**src/rtl/vram_arb_pkg.sv**
```systemverilog
// rtl/vram_arb_pkg.sv - shared types and default widths for the VRAM port arbiter
//
// Purpose: owner-tag and arbiter-state enumerations plus default width
// constants shared by vram_port_arbiter and vram_rd_tag_pipe.
// Ports: none (package).

package vram_arb_pkg;

  localparam int DEF_ADDR_W       = 10;
  localparam int DEF_DATA_W       = 16;
  localparam int DEF_STARVE_LIMIT = 8;

  // Who owns the BRAM read data that is currently travelling down the pipe.
  typedef enum logic [1:0] {
    TAG_NONE   = 2'd0,
    TAG_VGA    = 2'd1,
    TAG_CPU_RD = 2'd2
  } owner_tag_e;

  // Registered grant decision: which requester owns BRAM port B this cycle.
  typedef enum logic [1:0] {
    ST_IDLE    = 2'd0,
    ST_VGA_ACC = 2'd1,
    ST_CPU_ACC = 2'd2
  } arb_state_e;

endpackage

```
**src/rtl/vram_rd_tag_pipe.sv**
```systemverilog
// rtl/vram_rd_tag_pipe.sv - 2-stage read owner pipeline with rvalid/rdata steering
//
// Purpose: follows each issued BRAM access for two edges so that the
// registered BRAM output q_b is steered to the requester that issued it.
// Ports:
//   clk, reset          - clock, asynchronous active-low reset
//   issue_tag           - owner of the access being accepted this cycle
//   q_b                 - BRAM port B registered read data
//   vga_rdata/rvalid    - scanout read return (rdata holds when rvalid low)
//   cpu_rdata/rvalid    - CPU read return (rdata holds when rvalid low)

module vram_rd_tag_pipe
  import vram_arb_pkg::*;
#(
  parameter int DATA_W = DEF_DATA_W
) (
  input  logic              clk,
  input  logic              reset,
  input  owner_tag_e        issue_tag,
  input  logic [DATA_W-1:0] q_b,
  output logic [DATA_W-1:0] vga_rdata,
  output logic              vga_rvalid,
  output logic [DATA_W-1:0] cpu_rdata,
  output logic              cpu_rvalid
);

  owner_tag_e        tag1_q, tag1_d;
  owner_tag_e        tag2_q, tag2_d;
  logic [DATA_W-1:0] vga_hold_q, vga_hold_d;
  logic [DATA_W-1:0] cpu_hold_q, cpu_hold_d;

  // Stage 1 lines up with addr_b being presented to the BRAM; stage 2 lines
  // up with q_b carrying the word for that address.
  always_comb begin
    tag1_d     = issue_tag;
    tag2_d     = tag1_q;
    vga_rvalid = (tag2_q == TAG_VGA);
    cpu_rvalid = (tag2_q == TAG_CPU_RD);
    vga_hold_d = vga_rvalid ? q_b : vga_hold_q;
    cpu_hold_d = cpu_rvalid ? q_b : cpu_hold_q;
    // Pass q_b straight through in its valid cycle so no extra latency is
    // added on top of the BRAM's own output register.
    vga_rdata  = vga_rvalid ? q_b : vga_hold_q;
    cpu_rdata  = cpu_rvalid ? q_b : cpu_hold_q;
  end

  always_ff @(posedge clk or negedge reset) begin
    if (!reset) begin
      tag1_q     <= TAG_NONE;
      tag2_q     <= TAG_NONE;
      vga_hold_q <= '0;
      cpu_hold_q <= '0;
    end else begin
      tag1_q     <= tag1_d;
      tag2_q     <= tag2_d;
      vga_hold_q <= vga_hold_d;
      cpu_hold_q <= cpu_hold_d;
    end
  end

endmodule

```
**src/rtl/vram_port_arbiter.sv**
```systemverilog
// rtl/vram_port_arbiter.sv - VGA/CPU arbiter for a single BRAM port B
//
// Purpose: shares one BRAM port between the scanout fetcher (priority) and
// the CPU, registers the port-B address/data/write strobe and returns read
// data to its owner through vram_rd_tag_pipe.
// Configuration: define VRAM_ARB_STARVE_GUARD_EN to force a CPU grant once
// the CPU has been denied STARVE_LIMIT consecutive cycles.
// Ports:
//   clk, reset                       - clock, asynchronous active-low reset
//   vga_req, vga_addr                - scanout fetch request
//   vga_rdata, vga_rvalid            - scanout fetch return
//   cpu_req, cpu_we, cpu_addr,
//   cpu_wdata                        - CPU access request
//   cpu_gnt                          - CPU access accepted this cycle
//   cpu_rdata, cpu_rvalid            - CPU read return
//   addr_b, data_b, we_b, q_b        - BRAM port B (1-cycle registered read)
//   starved                          - CPU was denied on the previous cycle

module vram_port_arbiter
  import vram_arb_pkg::*;
#(
  parameter int ADDR_W       = DEF_ADDR_W,
  parameter int DATA_W       = DEF_DATA_W,
  parameter int STARVE_LIMIT = DEF_STARVE_LIMIT
) (
  input  logic              clk,
  input  logic              reset,
  input  logic              vga_req,
  input  logic [ADDR_W-1:0] vga_addr,
  output logic [DATA_W-1:0] vga_rdata,
  output logic              vga_rvalid,
  input  logic              cpu_req,
  input  logic              cpu_we,
  input  logic [ADDR_W-1:0] cpu_addr,
  input  logic [DATA_W-1:0] cpu_wdata,
  output logic              cpu_gnt,
  output logic [DATA_W-1:0] cpu_rdata,
  output logic              cpu_rvalid,
  output logic [ADDR_W-1:0] addr_b,
  output logic [DATA_W-1:0] data_b,
  output logic              we_b,
  input  logic [DATA_W-1:0] q_b,
  output logic              starved
);

  localparam int                CNT_W = $clog2(STARVE_LIMIT + 1);
  localparam logic [CNT_W-1:0] LIMIT = CNT_W'(STARVE_LIMIT);

  arb_state_e        state_q, state_d;
  logic [ADDR_W-1:0] addr_b_q, addr_b_d;
  logic [DATA_W-1:0] data_b_q, data_b_d;
  logic              wr_q, wr_d;
  logic [CNT_W-1:0]  cnt_q, cnt_d;
  logic              starved_q, starved_d;
  logic              gnt_vga, gnt_cpu, denial;
  owner_tag_e        issue_tag;

  always_comb begin
    gnt_vga = vga_req;
    gnt_cpu = cpu_req & ~vga_req;
`ifdef VRAM_ARB_STARVE_GUARD_EN
    // The VGA request losing here is simply dropped; its source re-presents it.
    if (cpu_req && (cnt_q == LIMIT)) begin
      gnt_vga = 1'b0;
      gnt_cpu = 1'b1;
    end
`endif

    state_d   = ST_IDLE;
    addr_b_d  = addr_b_q;
    data_b_d  = data_b_q;
    wr_d      = 1'b0;
    issue_tag = TAG_NONE;
    if (gnt_vga) begin
      state_d   = ST_VGA_ACC;
      addr_b_d  = vga_addr;
      issue_tag = TAG_VGA;
    end else if (gnt_cpu) begin
      state_d   = ST_CPU_ACC;
      addr_b_d  = cpu_addr;
      data_b_d  = cpu_wdata;
      wr_d      = cpu_we;
      // Writes produce no read data, so they travel down the pipe as NONE.
      issue_tag = cpu_we ? TAG_NONE : TAG_CPU_RD;
    end

    denial    = cpu_req & ~gnt_cpu;
    starved_d = denial;
    if (!denial) begin
      cnt_d = '0;
    end else if (cnt_q != LIMIT) begin
      cnt_d = cnt_q + CNT_W'(1);
    end else begin
      cnt_d = cnt_q;
    end
  end

  always_ff @(posedge clk or negedge reset) begin
    if (!reset) begin
      state_q   <= ST_IDLE;
      addr_b_q  <= '0;
      data_b_q  <= '0;
      wr_q      <= 1'b0;
      cnt_q     <= '0;
      starved_q <= 1'b0;
    end else begin
      state_q   <= state_d;
      addr_b_q  <= addr_b_d;
      data_b_q  <= data_b_d;
      wr_q      <= wr_d;
      cnt_q     <= cnt_d;
      starved_q <= starved_d;
    end
  end

  assign cpu_gnt = gnt_cpu;
  assign addr_b  = addr_b_q;
  assign data_b  = data_b_q;
  // CPU_ACC lasts exactly one cycle per accepted access, so the strobe
  // cannot stretch across back-to-back writes.
  assign we_b    = (state_q == ST_CPU_ACC) & wr_q;
  assign starved = starved_q;

  vram_rd_tag_pipe #(
    .DATA_W(DATA_W)
  ) u_tag_pipe (
    .clk       (clk),
    .reset     (reset),
    .issue_tag (issue_tag),
    .q_b       (q_b),
    .vga_rdata (vga_rdata),
    .vga_rvalid(vga_rvalid),
    .cpu_rdata (cpu_rdata),
    .cpu_rvalid(cpu_rvalid)
  );

endmodule

```
**config.mk**
```make
export PLATFORM = sky130hd
export DESIGN_NAME = vram_port_arbiter
export DESIGN_NICKNAME = d
export VERILOG_FILES = /design/src/rtl/vram_arb_pkg.sv /design/src/rtl/vram_rd_tag_pipe.sv /design/src/rtl/vram_port_arbiter.sv
export SDC_FILE = /design/constraint.sdc
export NUM_CORES = 1
export LEC_CHECK = 0
export ABC_AREA = 1
export CAP_MARGIN = 20
export CELL_PAD_IN_SITES_DETAIL_PLACEMENT = 1
export CELL_PAD_IN_SITES_GLOBAL_PLACEMENT = 2
export CORE_MARGIN = 4
export CORE_UTILIZATION = 25
export CTS_CLUSTER_DIAMETER = 50
export DETAILED_ROUTE_END_ITERATION = 8
export GPL_ROUTABILITY_DRIVEN = 0
export GPL_TIMING_DRIVEN = 0
export PLACE_DENSITY = 0.81
export SLEW_MARGIN = 20
export SYNTH_ARGS = -nofsm -noshare
export SYNTH_HDL_FRONTEND = slang
export SYNTH_HIERARCHICAL = 1
export SYNTH_SLANG_ARGS = --single-unit
```
**constraint.sdc**
```tcl
create_clock -name clk -period 3.8 [get_ports clk]
set_clock_uncertainty 0.1 [all_clocks]
set_input_delay 0.95 -clock clk [delete_from_list [all_inputs] [get_ports clk]]
set_output_delay 0.95 -clock clk [all_outputs]
set_load 0.1 [all_outputs]
```
==> impl_summary.log <==
INFO  metric timing.critical_path.from_type = input pin
INFO  metric finalMaxSlewViolations = 0
INFO  metric drt_pass1_iterations = 4
INFO  metric cts.path.max_buffers = 2
INFO  metric seqPwrFrac = between 30% and 40%
INFO  metric synth_cells = approximately 280
INFO  metric io_pins = 120
INFO  metric numCtsBuffers = 9
INFO  metric post-place-cells = 537
INFO  metric row_count = 37
INFO  metric route.detailed.vias_per_inst = about 4.3
INFO  metric clk_pwr_share = 24.9%
INFO  metric min_period_over_period = a little over nine tenths
INFO  metric hold_viol_final = 0
INFO  metric cts.htree.levels = 3
INFO  metric holdCritPathClass = reg -> reg
INFO  metric run_status = completed
INFO  metric synth.ff_latch_count = 66
INFO  metric grt_remaining_overflow = 0
INFO  metric synth.top_cells.by_area = sky130_fd_sc_hd__dfrtp_1, sky130_fd_sc_hd__nand2_1, sky130_fd_sc_hd__nand3_1
INFO  metric critical_path_type = in -> out
INFO  metric cell_internal_power = around 1.4 mW
INFO  metric timing.max_slew.rel_slack = about a third
INFO  metric area_delta_synth_final = 58.36%
INFO  metric starting_density_of_the_core = between 20% and 30%
INFO  metric wirelength = 7793 um
INFO  metric maxCapViolCount = 0
INFO  metric vertical_die_dimension = 111.3 um
INFO  metric synth_top_family_by_area = simple AND/OR/NAND/NOR gates
INFO  metric total_power = 2.474 mW
INFO  metric netSwitchingFraction = between 40% and 50%
INFO  metric post_drt_wl_per_cell = around 14 um
INFO  metric routed-via-count = 2355
INFO  metric grt_setup_unrepaired = false
INFO  metric cts_hold_buffers = 0
INFO  metric synth.yosys.warnings = 6
INFO  metric die-area = 12380 um^2
INFO  metric final_area = around 4200 um^2
INFO  metric sequential_share_of_the_synthesized_area = 61.97%
INFO  metric dp.final_hpwl = a little under 6000 um
INFO  metric chipWidth = between 100 and 150 um
INFO  metric max_freq = around 270 MHz
INFO  metric final_layout_size_suffix_gt1_share = 10.82%
INFO  metric antenna_found_initial = 0
INFO  metric synth_mux_area_share = 0%
INFO  metric post_syn_nets = around 340
INFO  metric final-setup-viol-count = 0
INFO  metric r2r.worst_path.cells = 6
INFO  metric path_max_fanout = 11
INFO  metric tritoncts = yes
INFO  metric synthDominantCellAreaShare = between 60% and 70%
INFO  metric synth.largest_area_cell = sky130_fd_sc_hd__dfrtp_1
INFO  metric holdWs = 0.2514 ns
INFO  metric grt_usage = 13.24%
INFO  metric final_min_period = about 3.7 ns
INFO  metric clock_latency = about 0.33 ns
INFO  metric drt-initial-drc-count = 58
INFO  metric postPlaceCellArea = slightly above 4000 um^2
INFO  metric static-leakage-power = roughly 2.1 nW
INFO  metric clock_sink_count = 66
INFO  metric powerDensity = 586.3 nW/um^2
INFO  metric synthesis.area = between 2000 and 3000 um^2
INFO  metric required = 2.75 ns
INFO  metric num_antenna_cells = 0
INFO  metric ir_worst_vdd = slightly below 0.0002 V
INFO  metric fillCellCount = 1221
INFO  metric synth_compound_gate_area_share = 0%
INFO  metric cts.clk_slew.worst_paths = around 0.07 ns
INFO  metric grt_first_pass_wirelength = between 10000 and 15000 um
INFO  metric worst_hold_path.num_cells = 0
INFO  metric route.antenna.remaining_nets = 0
INFO  metric root_buffer = sky130_fd_sc_hd__clkbuf_8
INFO  metric post_synth.cell_area_avg = between 9 and 10 um^2
INFO  metric nets = between 400 and 500
INFO  metric port_buffers = approximately 120
INFO  metric finalNonFillerCells = 552
INFO  metric power_frac_comb = a little over two fifths
INFO  metric worst_pin_slew = about 1 ns
INFO  metric critical_path_sink_type = primary output
INFO  metric floorplan.core_area = 10370 um^2
INFO  metric largest_net_degree_at_the_start_of_global_routing = 39
INFO  metric worst_ep_arrival_time = approximately 2.6 ns
INFO  metric via_count_of_the_first_global_routing_pass = around 2500
INFO  metric synth-xor-area-share = 0%
INFO  metric synth_simple_gate_area_share = between 30% and 40%
INFO  metric setup_total_negative_slack = 0 ns
INFO  metric ys_types = 16
INFO  metric power_switching = 1.117 mW
INFO  metric drc = 0
INFO  metric post_synth_fa_ha_maj_area_fraction = 0%
==> power by group through the flow <==
stage	Clock [mW]	Sequential [mW]	Combinational (mW)
floorplan	0	1.07	0.548
global placement	0	0.836	1.08
detailed placement	0	0.838	1.08
CTS	0.643	0.825	1.05
global route	0.673	0.835	1.08
finish	0.615	0.824	1.03
==> cell type report <==
cell class	instances	area, um^2	share of cell area [%]
clock inverters	2	35.03	0.8301
repair buffers	120	1181	27.99
flip-flops and latches	66	1652	39.13
inverters	8	42.54	1.008
clock buffers	13	168.9	4.002
multi-input cells	194	853.3	20.22
plain buffers	13	117.6	2.787
well taps	136	170.2	4.032
==> registers in the layout, summed over array words and instances (netlist names), 2 cells and up <==
name	flops
u_tag_pipe/cpu_hold_q	16
u_tag_pipe/tag2_q	2
data_b	16
addr_b	10
state_q	2
u_tag_pipe/tag1_q	2
u_tag_pipe/vga_hold_q	16
==> cell families (layout without fill, tap and decap cells) <==
kind of cell,after synthesis,after routing
and+or+nand+nor,194,194
DFF,66,66
buffers and inverters,21,156
==> critical path: stages <==
cell,delay [ns]
sky130_fd_sc_hd__clkdlybuf4s50_1,0.61
sky130_fd_sc_hd__inv_2,0.07
sky130_fd_sc_hd__nor2_4,0.18
sky130_fd_sc_hd__buf_4,0.22
sky130_fd_sc_hd__clkdlybuf4s15_2,0.57
==> cells in the mapped netlist, drive strengths merged <==
library cell and number:
dfrtp 66, nor2 5, nand2 137, nand3 52, buf 13, inv 8
==> through the flow <==
stage	setup slack [ns]	utilization, %
floorplan	1.076	-
global route	0.03620	40.70
finish	0.1366	40.70
detailed placement	-0.4920	39.00
global placement	-0.7334	38.83
CTS	0.005921	40.63
==> cell usage in the layout, fill, tap and decap left out <==
cell type | Yosys | final
sky130_fd_sc_hd__nand2_8 | 2 | 2
sky130_fd_sc_hd__nor2_2 | 1 | 1
sky130_fd_sc_hd__nor2_1 | 3 | 3
sky130_fd_sc_hd__clkbuf_1 | 0 | 1
sky130_fd_sc_hd__buf_4 | 5 | 6
sky130_fd_sc_hd__dlygate4sd2_1 | 0 | 29
sky130_fd_sc_hd__nand2_1 | 128 | 128
sky130_fd_sc_hd__inv_6 | 1 | 1
sky130_fd_sc_hd__buf_12 | 1 | 2
sky130_fd_sc_hd__bufinv_16 | 0 | 1
sky130_fd_sc_hd__inv_8 | 1 | 1
sky130_fd_sc_hd__clkinv_2 | 0 | 1
sky130_fd_sc_hd__dfrtp_1 | 66 | 66
sky130_fd_sc_hd__clkdlybuf4s15_2 | 0 | 1
sky130_fd_sc_hd__clkdlybuf4s50_1 | 0 | 85
sky130_fd_sc_hd__nand3_1 | 52 | 52
sky130_fd_sc_hd__nor2_4 | 1 | 1
sky130_fd_sc_hd__nand2_2 | 7 | 7
sky130_fd_sc_hd__dlymetal6s2s_1 | 0 | 3
sky130_fd_sc_hd__inv_1 | 4 | 4
sky130_fd_sc_hd__inv_2 | 2 | 2
sky130_fd_sc_hd__clkbuf_8 | 0 | 12
sky130_fd_sc_hd__buf_6 | 4 | 4
sky130_fd_sc_hd__buf_2 | 3 | 3
==> what timing repair did <==
| action | in CTS | in global routing |
|---|---|---|
| pin swaps | 0 | 0 |
| resized for setup | 32 | 3 |
| buffers inserted | 0 | 0 |
| endpoints found under the setup margin | 30 | 3 |
==> worst paths after layout <==
path / slack [ns] / start / end
max in group asynchronous: 2.63 / reset / addr_b[1]
worst min-delay path: 0.25 / u_tag_pipe/tag1_q[1] / u_tag_pipe/tag2_q[1]
worst max register to register: 2.60 / u_tag_pipe/tag2_q[1] / u_tag_pipe/vga_hold_q[6]
worst max-delay path: 0.14 / cpu_req / cpu_gnt
worst min register to register: 0.25 / u_tag_pipe/tag1_q[1] / u_tag_pipe/tag2_q[1]
min in group asynchronous: 0.43 / reset / u_tag_pipe/vga_hold_q[0]
==> metal layers <==
metal,up-vias,share of wire [%],track usage (%)
li1,1150,-,-
met1,1134,42,16.45
met2,62,50,21.91
met3,9,6.3,4.367
met4,0,1.1,3.893
met5,-,0,0
Note: power is estimated with default switching activity, not from simulation.
